==> src/rtl/cpu_pkg.sv <==
// Shared MIPS_CPU definitions: fetch FSM states, reset PC, instruction width and
// the opcode/funct encodings decoded by control.
package cpu_pkg;

    typedef enum logic [1:0] {
        FETCH_IDLE = 2'd0,
        FETCH_REQ  = 2'd1,
        FETCH_HOLD = 2'd2
    } fetch_state_e;

    localparam logic [31:0] RESET_PC_DEF = 32'h0000_0000;
    localparam int          INSTR_W      = 32;

    localparam logic [5:0] OP_LW     = 6'b001000;
    localparam logic [5:0] OP_SW     = 6'b001001;
    localparam logic [5:0] OP_RTYPE  = 6'b000111;

    localparam logic [5:0] FUNCT_ADD = 6'b100000;
    localparam logic [5:0] FUNCT_SUB = 6'b100010;
    localparam logic [5:0] FUNCT_MUL = 6'b110010;
    localparam logic [5:0] FUNCT_AND = 6'b100100;
    localparam logic [5:0] FUNCT_OR  = 6'b100101;

endpackage

==> src/rtl/pc_reg.sv <==
// Program counter register: holds, steps by PC_STEP, or loads a redirect target
// when the fetch FSM advances.
module pc_reg import cpu_pkg::*; #(
    parameter int                ADDR_W   = 32,
    parameter logic [ADDR_W-1:0] RESET_PC = ADDR_W'(RESET_PC_DEF),
    parameter int                PC_STEP  = 4
) (
    input  logic              clk,
    input  logic              rst,
    input  logic              advance,
    input  logic              redirect,
    input  logic [ADDR_W-1:0] redirect_pc,
    output logic [ADDR_W-1:0] pc
);

    logic [ADDR_W-1:0] pc_d;
    logic [ADDR_W-1:0] pc_q;

    // Next-PC select; the add wraps naturally at ADDR_W bits.
    always_comb begin
        pc_d = pc_q;
        if (advance) begin
            if (redirect) begin
                pc_d = redirect_pc;
            end else begin
                pc_d = pc_q + ADDR_W'(PC_STEP);
            end
        end else begin
            pc_d = pc_q;
        end
    end

    // PC storage.
    always_ff @(posedge clk or posedge rst) begin
        if (rst) begin
            pc_q <= RESET_PC;
        end else begin
            pc_q <= pc_d;
        end
    end

    assign pc = pc_q;

endmodule

==> src/rtl/instr_fetch.sv <==
// Instruction fetch stage: PC, req/ack handshake to instruction memory and the
// instruction register that feeds control.entrada.
module instr_fetch import cpu_pkg::*; #(
    parameter int                ADDR_W   = 32,
    parameter logic [ADDR_W-1:0] RESET_PC = ADDR_W'(RESET_PC_DEF),
    parameter int                PC_STEP  = 4
) (
    input  logic               clk,
    input  logic               rst,
    output logic               imem_req,
    output logic [ADDR_W-1:0]  imem_addr,
    input  logic               imem_ack,
    input  logic [INSTR_W-1:0] imem_rdata,
    input  logic               stall,
    input  logic               redirect,
    input  logic [ADDR_W-1:0]  redirect_pc,
    output logic [ADDR_W-1:0]  pc,
    output logic [INSTR_W-1:0] instr,
    output logic               instr_valid
);

    fetch_state_e       state_d, state_q;
    logic               req_d, req_q;
    logic               valid_d, valid_q;
    logic [INSTR_W-1:0] instr_d, instr_q;
    logic               advance_s;

    pc_reg #(
        .ADDR_W   (ADDR_W),
        .RESET_PC (RESET_PC),
        .PC_STEP  (PC_STEP)
    ) u_pc_reg (
        .clk         (clk),
        .rst         (rst),
        .advance     (advance_s),
        .redirect    (redirect),
        .redirect_pc (redirect_pc),
        .pc          (pc)
    );

    // Fetch FSM next-state; instr is forced to zero whenever it is not valid so
    // control sees a bubble (opcode 000000).
    always_comb begin
        state_d   = state_q;
        req_d     = req_q;
        valid_d   = valid_q;
        instr_d   = instr_q;
        advance_s = 1'b0;
        case (state_q)
            FETCH_IDLE: begin
                state_d = FETCH_REQ;
                req_d   = 1'b1;
            end
            FETCH_REQ: begin
                if (imem_ack) begin
                    instr_d = imem_rdata;
                    valid_d = 1'b1;
                    req_d   = 1'b0;
                    state_d = FETCH_HOLD;
                end else begin
                    req_d   = 1'b1;
                    state_d = FETCH_REQ;
                end
            end
            FETCH_HOLD: begin
                if (stall) begin
                    state_d = FETCH_HOLD;
                end else begin
                    advance_s = 1'b1;
                    instr_d   = {INSTR_W{1'b0}};
                    valid_d   = 1'b0;
                    req_d     = 1'b1;
                    state_d   = FETCH_REQ;
                end
            end
            default: begin
                state_d = FETCH_IDLE;
                req_d   = 1'b0;
                valid_d = 1'b0;
                instr_d = {INSTR_W{1'b0}};
            end
        endcase
    end

    // FSM state and registered outputs; reset aborts any pending request.
    always_ff @(posedge clk or posedge rst) begin
        if (rst) begin
            state_q <= FETCH_IDLE;
            req_q   <= 1'b0;
            valid_q <= 1'b0;
            instr_q <= {INSTR_W{1'b0}};
        end else begin
            state_q <= state_d;
            req_q   <= req_d;
            valid_q <= valid_d;
            instr_q <= instr_d;
        end
    end

    assign imem_req    = req_q;
    assign imem_addr   = pc;
    assign instr       = instr_q;
    assign instr_valid = valid_q;

endmodule

==> config.mk <==
export PLATFORM = sky130hd
export DESIGN_NAME = instr_fetch
export DESIGN_NICKNAME = d
export VERILOG_FILES = /design/src/rtl/cpu_pkg.sv /design/src/rtl/pc_reg.sv /design/src/rtl/instr_fetch.sv
export SDC_FILE = /design/constraint.sdc
export NUM_CORES = 1
export LEC_CHECK = 0
export CORE_UTILIZATION = 35
export CTS_BUF_LIST = sky130_fd_sc_hd__clkbuf_4
export DETAILED_ROUTE_END_ITERATION = 6
export PLACE_DENSITY = 0.72
export SYNTH_ARGS = -nofsm -noshare
export SYNTH_HDL_FRONTEND = slang
export SYNTH_HIERARCHICAL = 1
export SYNTH_SLANG_ARGS = --single-unit
==> constraint.sdc <==
create_clock -name clk -period 2.45 [get_ports clk]
set_clock_uncertainty 0.05 [all_clocks]
set_input_delay 0.3675 -clock clk [delete_from_list [all_inputs] [get_ports clk]]
set_output_delay 0.3675 -clock clk [all_outputs]
set_load 0.005 [all_outputs]
After elaboration in Yosys (flattened, before gate mapping)
Cells that the tools add are included.

word-level totals
  bits in registers = 68
  output and inout bits = 98
  word-level logic and storage cells = 28

operators by class
  add/subtract/negate cells = 1
  eq/ne operators = 4
  multiplexer cells = 15
  bitwise logic cells = 1
  reductions and logical operators = 2

operators with widths
  operator                                              number
  two-way mux 32 bit                                    3
  case mux 32 bit (3 select lines)                      1
  adder 32 x 3 -> 32 bit (second input constant)        1
  two-way mux 1 bit                                     6
  case mux 1 bit (3 select lines)                       2
  case mux 2 bit (3 select lines)                       1
  two-way mux 2 bit                                     2
  inequality test 2 bit (second input constant)         2
  AND reduction 3 bit                                   1
  equality test 2 x 1 -> 1 bit (second input constant)  1
  equality test 2 bit (second input constant)           1
  logical NOT 2 bit                                     1
  inverter 1 bit                                        1

Depth between registers and ports, before layout
  depth in word-level cells = 3
  gate-level depth with buffers = 7

Modules after synthesis
The synthesis kept the hierarchy.

modules (own cells, without submodules)
  module       times used  cells each  area an instance (µm²)  sequential area each (µm²)
  pc_reg       1           239         1988.2                  800.8
  instr_fetch  1           121         1580.3                  900.9

Worst setup path before layout
No wires, ideal clock.

  path type = register -> register
  from = register u_pc_reg.pc_q[2], in the netlist u_pc_reg/pc[2]
  to = register u_pc_reg.pc_q[18], in the netlist u_pc_reg/pc[18]
  arrival = 1.604 ns
  data required time = 2.278 ns
  path slack = 0.675 ns
  stages on the path, launching flop included = 8
  path buffers = 1
  clock period less this slack = 1.775 ns
  cell sequence = dfrtp_1 -> ha_1 -> nand3_1 -> nor3_1 -> buf_4 -> nand3_1 -> mux2i_1 -> nand2_1

on the way
  longest elaborated chain between the ends = 2

RTL lines
  element                 line          RTL
  start, declared         pc_reg.sv:17  logic [ADDR_W-1:0] pc_q;
  start signal, assigned  pc_reg.sv:38  pc_q <= pc_d;
  adder 32 x 3 -> 32 bit  pc_reg.sv:26  pc_d = pc_q + ADDR_W'(PC_STEP);
  two-way mux 32 bit      pc_reg.sv:23  if (redirect) begin

No other way between the ends.
A chain may end at the register's enable or synchronous reset.

Worst setup path after layout
  from = register u_pc_reg.pc_q[2], in the netlist u_pc_reg/pc[2]
  to = register u_pc_reg.pc_q[20], in the netlist u_pc_reg/pc[20]

The elaborated chain is that of the path after synthesis.

==> flow_metrics.env <==
export IMPL_synthAdderAreaFrac_pct=0.351
export IMPL_die_area_sq_mm=0.0106
export IMPL_drt_iter0_drc=102
export IMPL_fin_crit_ps=2010
export IMPL_fmax_mhz=497
export IMPL_dp_cells=618
export IMPL_synthArstFlopShare_pct=100
export IMPL_core_sq_mm=0.00982
export IMPL_synth_ff_type="dfrtp_1"
export IMPL_synth_simple_gate_area_share_pct=16.7
export IMPL_final_core_util_pct=53.4
export IMPL_internal_power_uw=3430
export IMPL_synth_edff_count=0
export IMPL_reg2reg_depth=6
export IMPL_overflow=0
export IMPL_tns_ps=0
export IMPL_grt_start_max_net_pins=37
export IMPL_clockRootBuffer="clkbuf_4"
export IMPL_powerDensity_mw_per_mm2=1020
export IMPL_muxShareOfSynthArea_pct=0.842
export IMPL_cts_buffers=9
export IMPL_fill_cells=923
export IMPL_drtAntennaViolNets=0
export IMPL_nNetsFinal=566
export IMPL_post_route_cells_drive_above_1_share_pct=7.98
export IMPL_seq_area_frac_synth_pct=47.7
export IMPL_p_comb_share_pct=48.4
export IMPL_placement_io_buffers=166
export IMPL_rsz0062_at_grt="false"
export IMPL_p_sw_uw=1920
export IMPL_cp_data_required_time_ps=2750
export IMPL_drc=0
export IMPL_ctsHoldBuffers=0
export IMPL_num_rows=36
export IMPL_switching_share_pct=35.9
export IMPL_leakage_uw=0.00215
export IMPL_synth_xor_area_share_pct=0
export IMPL_final_common_cell="clkdlybuf4s50_1"
export IMPL_critPathMaxFanout=7
export IMPL_status="finished, final reports clean"
export IMPL_yosysWarnings=6
export IMPL_p_clk_share_pct=11.6
export IMPL_diodes=0
export IMPL_slew_viol_final=0
export IMPL_grt_usage_pct=19.2
export IMPL_instances_no_fill=634
export IMPL_cts_path_max_buffers=2
export IMPL_cp_end_kind="flop"
export IMPL_irDropWorstVdd_uv=402
export IMPL_fin_ws_ps=437
export IMPL_routabilityCongestion=0.860
export IMPL_tightest_slew_ps=469
export IMPL_syn_nets=430
export IMPL_yosys_area_top_type_share_pct=47.7
export IMPL_io_pins=167
export IMPL_hold_viol=0
export IMPL_slew_headroom_pct=68.5
export IMPL_min_path_type="input pin to async pin"
export IMPL_layout_common_cells="clkdlybuf4s50_1 (166), dfrtp_1 (68), a22o_1 (32)"
export IMPL_first_global_vias=3145
export IMPL_area_delta_synth_final_pct=46.9
export IMPL_setup_viol=0
export IMPL_drt_wl_total_mm=10.2
export IMPL_yosys_area_top_type="dfrtp_1"
export IMPL_fin_crit_sh_pct=82.2
export IMPL_htreeDepth=3
export IMPL_synth_area_sq_mm=0.00357
export IMPL_start_kind="flop"
export IMPL_crit_type="flop to flop"
export IMPL_pwr_share_seq_pct=40.0
export IMPL_wl_per_cell_um=16.1
export IMPL_syn_mean_instance_area_sq_um=9.91
export IMPL_via_count=3418
export IMPL_ys_ff_latch=68
export IMPL_start_util_pct=36.3
export IMPL_yosysUniqueCellTypes=53
export IMPL_dp_hpwl_mm=7.28
export IMPL_synth_compound_area_share_pct=23.6
export IMPL_first_pass_iters=4
export IMPL_fp_dieW_um=103
export IMPL_maxCapViolCount=0
export IMPL_cts_setup_buffers=0
export IMPL_synthTopCellsByArea="dfrtp_1 (48%), a22o_1 (7.9%), buf_4 (7.2%)"
export IMPL_clock_sinks=68
export IMPL_cts_tree="built"
export IMPL_worstPathArrival_ps=2320
export IMPL_die_height_um=103
export IMPL_synth_cells=360
export IMPL_viasPerCell=5.39
export IMPL_antenna_found_initial=0
export IMPL_finalPower_uw=5350
export IMPL_cts_resized=0
export IMPL_grt_pass1_wl_mm=15.4
export IMPL_dpl_worst_slack_ps=280
export IMPL_clkTransAtPathRegs_ps=120
export IMPL_worstSkewPairLatency_ps=420
export IMPL_synth_top_family_by_area="compound AO/OA/AOI/OAI gates"
-- path summary, 6_finish.rpt --
check / slack [ps] / end / from
max: 440 / u_pc_reg/pc[20]$_DFFE_PP0P_ / u_pc_reg/pc[2]$_DFFE_PP0P_
min: 310 / u_pc_reg/pc[22]$_DFFE_PP0P_ / rst
max reg2reg: 440 / u_pc_reg/pc[20]$_DFFE_PP0P_ / u_pc_reg/pc[2]$_DFFE_PP0P_
min reg2reg: 470 / instr[19]$_DFFE_PP0P_ / instr[19]$_DFFE_PP0P_
max in group asynchronous: 1720 / instr[3]$_DFFE_PP0P_ / rst
min in group clk: 440 / u_pc_reg/pc[1]$_DFFE_PP0P_ / redirect_pc[1]
-- Yosys cell counts (all sizes together) (6+ instances only) --
master	n
nor2b	6
a22o	32
a22oi	9
nor3	7
inv	6
buf	45
dfrtp	68
nand2	27
a21oi	27
and3	7
nand4	12
o21ai	22
nor2	23
clkbuf	8
nand3	10
-- metal layers --
metal  GRT usage (%)  wire, um  part of all wire, %
met5               0         0                    0
met4            10.7       329                  3.2
met3            6.17      1070                   10
met2            29.4      4590                   45
met1            23.9      4240                   41
-- cell families after synthesis --
logic type / after synthesis
mux: 3
buf+inv: 60
simple gates: 108
fa+ha+maj: 1
compound gates: 120
flops: 68
-- cell type report --
type / count / area, sq um / share of cell area [%]
well taps: 133 / 166 / 3.17
clock buffers: 9 / 67.6 / 1.29
repair buffers: 178 / 1750 / 33.4
clock inverters: 7 / 43.8 / 0.836
inverters: 7 / 26.3 / 0.501
multi-input cells: 232 / 1480 / 28.3
flip-flops and latches: 68 / 1700 / 32.5
-- power by group through the flow --
stage	Combinational (uW)	Sequential (uW)	Clock [uW]
global route	2830	2220	704
global placement	2550	2140	0
floorplan	1310	2060	0
CTS	2610	2140	640
finish	2590	2140	620
detailed placement	2610	2140	0
-- worst max-delay path: stages (launching register included) --
cell and delay [ps]:
dfrtp_1 480, ha_1 220, nand3_1 200, nor2_1 280, nand2_1 120, or4_1 510, nand3_1 100
-- stage by stage --
| step | hold WS [ps] | cell area, sq um |
|---|---|---|
| 6_report | 310 | 5240 |
| 3_5_place_dp | 442 | 5130 |
| 4_1_cts | 323 | 5240 |
| 5_1_grt | 325 | 5240 |
| 2_1_floorplan | 414 | 3570 |
| 3_3_place_gp | 438 | 5130 |
Power figures use the tool's default switching activity.
==> patch 1, RTL diff (same settings) <==
Encoding of `fetch_state_e`: now one-hot (3 bits for 3 states).
--- a/src/rtl/cpu_pkg.sv
+++ b/src/rtl/cpu_pkg.sv
@@ -3,8 +3,8 @@
 package cpu_pkg;
 
-    typedef enum logic [1:0] {
-        FETCH_IDLE = 2'd0,
-        FETCH_REQ  = 2'd1,
-        FETCH_HOLD = 2'd2
+    typedef enum logic [2:0] {
+        FETCH_IDLE = 3'b001,
+        FETCH_REQ  = 3'b010,
+        FETCH_HOLD = 3'b100
     } fetch_state_e;
 
Function: no difference found for any inputs over 10 cycles, from zero or initial values and one cycle with rst high; not proved beyond that.
==> patch 1 against the unedited design <==
Synthesized area increased by 3.0%. Setup slack got worse by 0.095 ns. Die area increased by 3.0%. Count of clock-buffer cells in the layout increased by 1. Synthesized cell count increased by 3.9%. Routed wire length increased by 3.2%. Combinational power decreased by 17%. Total power decreased by 6.5%. First-iteration DRC count increased by 62%. Sequential cell count increased by 1. Cell area increased by 2.8%. Worst hold slack about the same. Critical path type unchanged.
==> patch 1: results (changes against the unedited design) <==
| Result | This run | Unit | vs unedited |
|---|---|---|---|
| Crit Reg-Reg Endpoint | u_pc_reg/pc[25]$_DFFE_PP0P_ | - |  |
| Kind of cell with the highest combined delay on the critical path | simple AND/OR/NAND/NOR gates | - |  |
| Flop-to-flop setup slack | 0.34 | ns | -0.10 ns |
| Library cells used by synthesis | 57 | - | +7.5% |
| Global-route total usage across every layer | 19.53 | % | +0.36 points |
| Global-route wire length before repair | 17040 | um | +11% |
| Startpoint of the lowest-slack register-to-register path | u_pc_reg/pc[9]$_DFFE_PP0P_ | - |  |
| Violation count after the first detailed-route iteration | 165 | - | +62% |
| Max-Slew Margin vs Limit | 65.38 | % | -3.2 points |
| Sum of routed wire length over all layers | 10560 | um | +3.2% |
| Max-capacitance violation count | 0 | - | unchanged |
| Final estimated routing congestion in global placement | 0.8792 | - | +2.2% |
| Vias in the first global route | 3365 | - | +7.0% |
| TritonRoute pass-1 iters | 5 | - | +1 |
| Largest stage delay on the critical path | 0.59 | ns | +0.08 ns |
| List of most frequent post-synthesis cells | sky130_fd_sc_hd__dfrtp_1 (68), sky130_fd_sc_hd__buf_4 (33), sky130_fd_sc_hd__a22o_1 (32) | - |  |
| Syn nets | 444 | - | +3.3% |
| M2 GR Usage | 30.89 | % | +1.5 points |
| CP max stage cell | sky130_fd_sc_hd__nor4b_1 | - |  |
| Proportion of synthesized chip area in sequential cells | 47.00 | % | -0.68 points |
| Status | finished clean | - |  |
| Number of input and output port buffers inserted | 166 | - | unchanged |
| Yosys top cell area share | 46.29 | % | -1.4 points |
| Met3 GRT Util | 5.013 | % | -1.2 points |
| Setup slack at placement | 0.2384 | ns | -0.04171 ns |
| Arrival time of data at the critical path endpoint | 2.37 | ns | +0.05 ns |
| Reg2reg path depth | 5 | - | -1 |
| Leading post-synthesis cells by cell area | sky130_fd_sc_hd__dfrtp_1 (46%), sky130_fd_sc_hd__a22o_1 (7.6%), sky130_fd_sc_hd__buf_4 (6.7%) | - |  |
| Via count | 3490 | - | +2.1% |
| Pleak | 2.214 | nW | +2.9% |
| TritonCTS buffer count | 9 | - | unchanged |
| Peak supply drop | 0.3931 | mV | -2.1% |
| Met1 layer usage reported by global route | 25.72 | % | +1.8 points |
| Fraction of layout cells with a size suffix above 1 | 7.797 | % | -0.19 points |
| Highest fanout seen on the critical path | 9 | - | +2 |
| H-tree depth | 3 | - | unchanged |
| Sum of net half-perimeters after detailed placement | 7378 | um | +1.3% |
| Maximum number of pins on one net before global-route repair | 38 | - | +2.7% |
| Total Nets Final | 578 | - | +2.1% |
| Post-Place Cell Area | 5236 | sq um | +2.1% |
==> patch 1: cell families after synthesis <==
| family | count (synthesis) | share of synthesized area, % |
|---|---|---|
| xor gates and xnor gates | 1 | 0.2383 |
| buffers and inverters | 63 | 10.86 |
| and+or+nand+nor | 114 | 17.43 |
| adders and majority gates | 1 | 0.3403 |
| DFF | 69 | 47.00 |
| muxes | 3 | 0.8169 |
| AOI/OAI and AO/OA | 123 | 23.32 |
==> patch 1: per-layer routing <==
layer,part of all wire (%),vias to the layer above
li1,-,1623
met5,0,-
met2,46,200
met3,8.5,21
met4,2.1,0
met1,44,1646
==> patch 1: report_power, final <==
group,internal [mW],switching [mW],leakage [nW]
logic,1.36,0.798,1.25
clock network,0.416,0.412,0.0852
registers,1.50,0.519,0.877
==> patch 1: worst max path at each step <==
stage | startpoint | endpoint | slack, ns
floorplan | state_q[0]$_DFF_PP1_ | u_pc_reg/pc[21]$_DFFE_PP0P_ | 0.56
global placement | stall | u_pc_reg/pc[28]$_DFFE_PP0P_ | 0.33
detailed placement | stall | u_pc_reg/pc[30]$_DFFE_PP0P_ | 0.24
CTS | u_pc_reg/pc[9]$_DFFE_PP0P_ | u_pc_reg/pc[25]$_DFFE_PP0P_ | 0.39
global route | state_q[1]$_DFF_PP0_ | u_pc_reg/pc[26]$_DFFE_PP0P_ | 0.20
finish | u_pc_reg/pc[9]$_DFFE_PP0P_ | u_pc_reg/pc[25]$_DFFE_PP0P_ | 0.34
==> patch 1: final cells by class <==
type | instances | area, sq um
multi-input combinational | 242 | 1556
fill | 931 | 4842
tap | 136 | 170.2
timing repair buffer | 178 | 1752
clock buffer | 10 | 75.07
inverter | 8 | 30.03
clock inverter | 6 | 77.57
sequential | 69 | 1728
==> patch 1: worst reg2reg max path, cell delays in order, from the launching register on <==
cell and delay (ns):
sky130_fd_sc_hd__dfrtp_1 0.49, sky130_fd_sc_hd__and3_1 0.26, sky130_fd_sc_hd__nand4_1 0.29, sky130_fd_sc_hd__nor4b_1 0.59, sky130_fd_sc_hd__mux2i_1 0.26, sky130_fd_sc_hd__nand2_1 0.07
==> patch 1: per-stage QoR <==
stage               hold slack, ns  utilization, %  cells
global placement            0.4332           51.18    633
floorplan                   0.4096               -    374
detailed placement          0.4315           51.18    633
finish                      0.3105           52.67    649
global route                0.3455           52.67    649
CTS                         0.3118           52.67    649
==> patch 2, RTL diff (same settings) <==
Without the edit above. `INSTR_W`: 32 -> 28.
--- a/src/rtl/cpu_pkg.sv
+++ b/src/rtl/cpu_pkg.sv
@@ -10,5 +10,5 @@
 
     localparam logic [31:0] RESET_PC_DEF = 32'h0000_0000;
-    localparam int          INSTR_W      = 32;
+    localparam int          INSTR_W      = 28;
 
     localparam logic [5:0] OP_LW     = 6'b001000;
Interface: changed (resized imem_rdata and instr); port bits go from 167 to 159. The function was not compared with the original's and may differ.
==> patch 2 against the unedited design <==
First-iteration DRC count rose by 5.9%. Setup slack improved by 0.040 ns. Synthesized area fell by 4.3%. Die area fell by 4.3%. Total power fell by 5.0%. Routed wire length fell by 5.1%. Sequential cell count fell by 4. Via count fell by 4.4%. Non-clock buffer count fell by 7. Sequential share of layout area fell by 0.48 points. Cell area fell by 4.5%. Largest cell class unchanged.
==> patch 2: results (changes against the unedited design) <==
| Result | This run | Unit | vs unedited |
|---|---|---|---|
| Via count | 3266 | - | -4.4% |
| Async set or reset register ratio after synthesis | 100.0 | % | unchanged |
| HP Class | in2async | - |  |
| Total Nets Final | 547 | - | -3.4% |
| Status | finished clean | - |  |
| Antenna diode count | 0 | - | unchanged |
| Post-synthesis mux area share | 0.8798 | % | +0.038 points |
| Final estimated routing congestion in global placement | 0.8208 | - | -4.6% |
| Number of input and output port buffers inserted | 158 | - | -4.8% |
| Sum of net half-perimeters after detailed placement | 7026 | um | -3.5% |
| Adder and majority cell fraction of the synthesized area | 0.3666 | % | +0.016 points |
| Library cells used by synthesis | 50 | - | -5.7% |
| Violation count after the first detailed-route iteration | 108 | - | +5.9% |
| Maximum number of pins on one net before global-route repair | 33 | - | -11% |
| Leading post-synthesis cells by cell area | sky130_fd_sc_hd__dfrtp_1 (47%), sky130_fd_sc_hd__buf_4 (7.5%), sky130_fd_sc_hd__a22o_1 (7.2%) | - |  |
| Average wire length per cell after detail routing | 15.82 | um | -2.0% |
| Area fraction in compound gates after synthesis | 23.57 | % | about the same |
| Vias in the first global route | 3046 | - | -3.1% |
| Synthesized-area fraction occupied by xor and xnor cells | 0 | % | unchanged |
| Count of warnings emitted by yosys | 6 | - | unchanged |
| Proportion of synthesized chip area in sequential cells | 46.92 | % | -0.77 points |
| Peak supply drop | 0.4372 | mV | +8.9% |
| Syn nets | 417 | - | -3.0% |
| Max-Slew Margin vs Limit | 37.71 | % | -31 points |
| Clk_lat worst skew | 0.40 | ns | -0.02 ns |
| H-tree depth | 3 | - | unchanged |
| Global-route total usage across every layer | 19.59 | % | +0.42 points |
| Global-route wire length before repair | 15420 | um | about the same |
| Fraction of layout cells with a size suffix above 1 | 7.629 | % | -0.36 points |
| Arrival time of data at the critical path endpoint | 2.26 | ns | -0.06 ns |
| Pleak | 2.057 | nW | -4.3% |
| Maximum buffer depth of the clock tree | 2 | - | unchanged |
| List of most frequent post-synthesis cells | sky130_fd_sc_hd__dfrtp_1 (64), sky130_fd_sc_hd__buf_4 (34), sky130_fd_sc_hd__a22o_1 (28) | - |  |
| TritonRoute pass-1 iters | 6 | - | +2 |
| Power dissipated by switching net loads | 1.799 | mW | -6.3% |
| Highest fanout seen on the critical path | 7 | - | unchanged |
patch 2: metrics by stage:
step | worst slack (ns) | instances | power (mW) | util, % | area, sq um
floorplan | 0.6747 | 351 | 3.206 | - | 3413
finish | 0.4764 | 614 | 5.087 | 53.68 | 5007
CTS | 0.4876 | 614 | 5.135 | 53.68 | 5007
global route | 0.2895 | 614 | 5.462 | 53.68 | 5007
detailed placement | 0.2406 | 599 | 4.512 | 52.56 | 4902
global placement | 0.2614 | 599 | 4.463 | 52.56 | 4902
patch 2: final timing paths:
path	cells past startpoint	start	slack, ns	endpoint
max	6	u_pc_reg/pc[2]$_DFFE_PP0P_	0.48	u_pc_reg/pc[20]$_DFFE_PP0P_
min in group clk	3	redirect_pc[0]	0.45	u_pc_reg/pc[0]$_DFFE_PP0P_
min	3	rst	0.31	instr[4]$_DFFE_PP0P_
max reg2reg	6	u_pc_reg/pc[2]$_DFFE_PP0P_	0.48	u_pc_reg/pc[20]$_DFFE_PP0P_
max in group asynchronous	3	rst	1.72	u_pc_reg/pc[3]$_DFFE_PP0P_
min reg2reg	1	instr[4]$_DFFE_PP0P_	0.47	instr[4]$_DFFE_PP0P_
patch 2: worst register-to-register path, delay by kind of cell (launching register included):
kind	cells	cell delay, ns
adder cells (fa/ha/maj)	1	0.22
AND/OR/NAND/NOR	5	1.19
flip-flops	1	0.46
patch 2: cell families (layout without fill, tap and decap cells):
logic type,count (synthesis),in the layout
fa+ha+maj,1,1
mux,3,3
simple gates,108,108
compound gates,116,116
flops,64,64
buf+inv,59,193
patch 2: power groups by stage:
stage / registers (mW) / logic [mW] / clock network [mW]
global placement: 2.03 / 2.43 / 0
finish: 2.03 / 2.46 / 0.596
floorplan: 1.94 / 1.26 / 0
global route: 2.12 / 2.67 / 0.673
CTS: 2.03 / 2.48 / 0.624
detailed placement: 2.03 / 2.48 / 0
patch 2: final cells by class:
class	count	area [sq um]
clock buffers	11	82.58
well taps	129	161.4
clock inverters	4	22.52
flip-flops and latches	64	1602
fillers	849	4320
repair buffers	171	1679
multi-input cells	228	1434
inverters	7	26.28
patch 2: metal layers:
metal / GRT usage (%) / part of all wire, % / vias to the layer above
met5: 0 / 0 / -
met4: 8.919 / 2.0 / 0
met3: 4.300 / 9.0 / 22
met2: 31.35 / 46 / 196
met1: 25.38 / 43 / 1514
li1: - / - / 1534
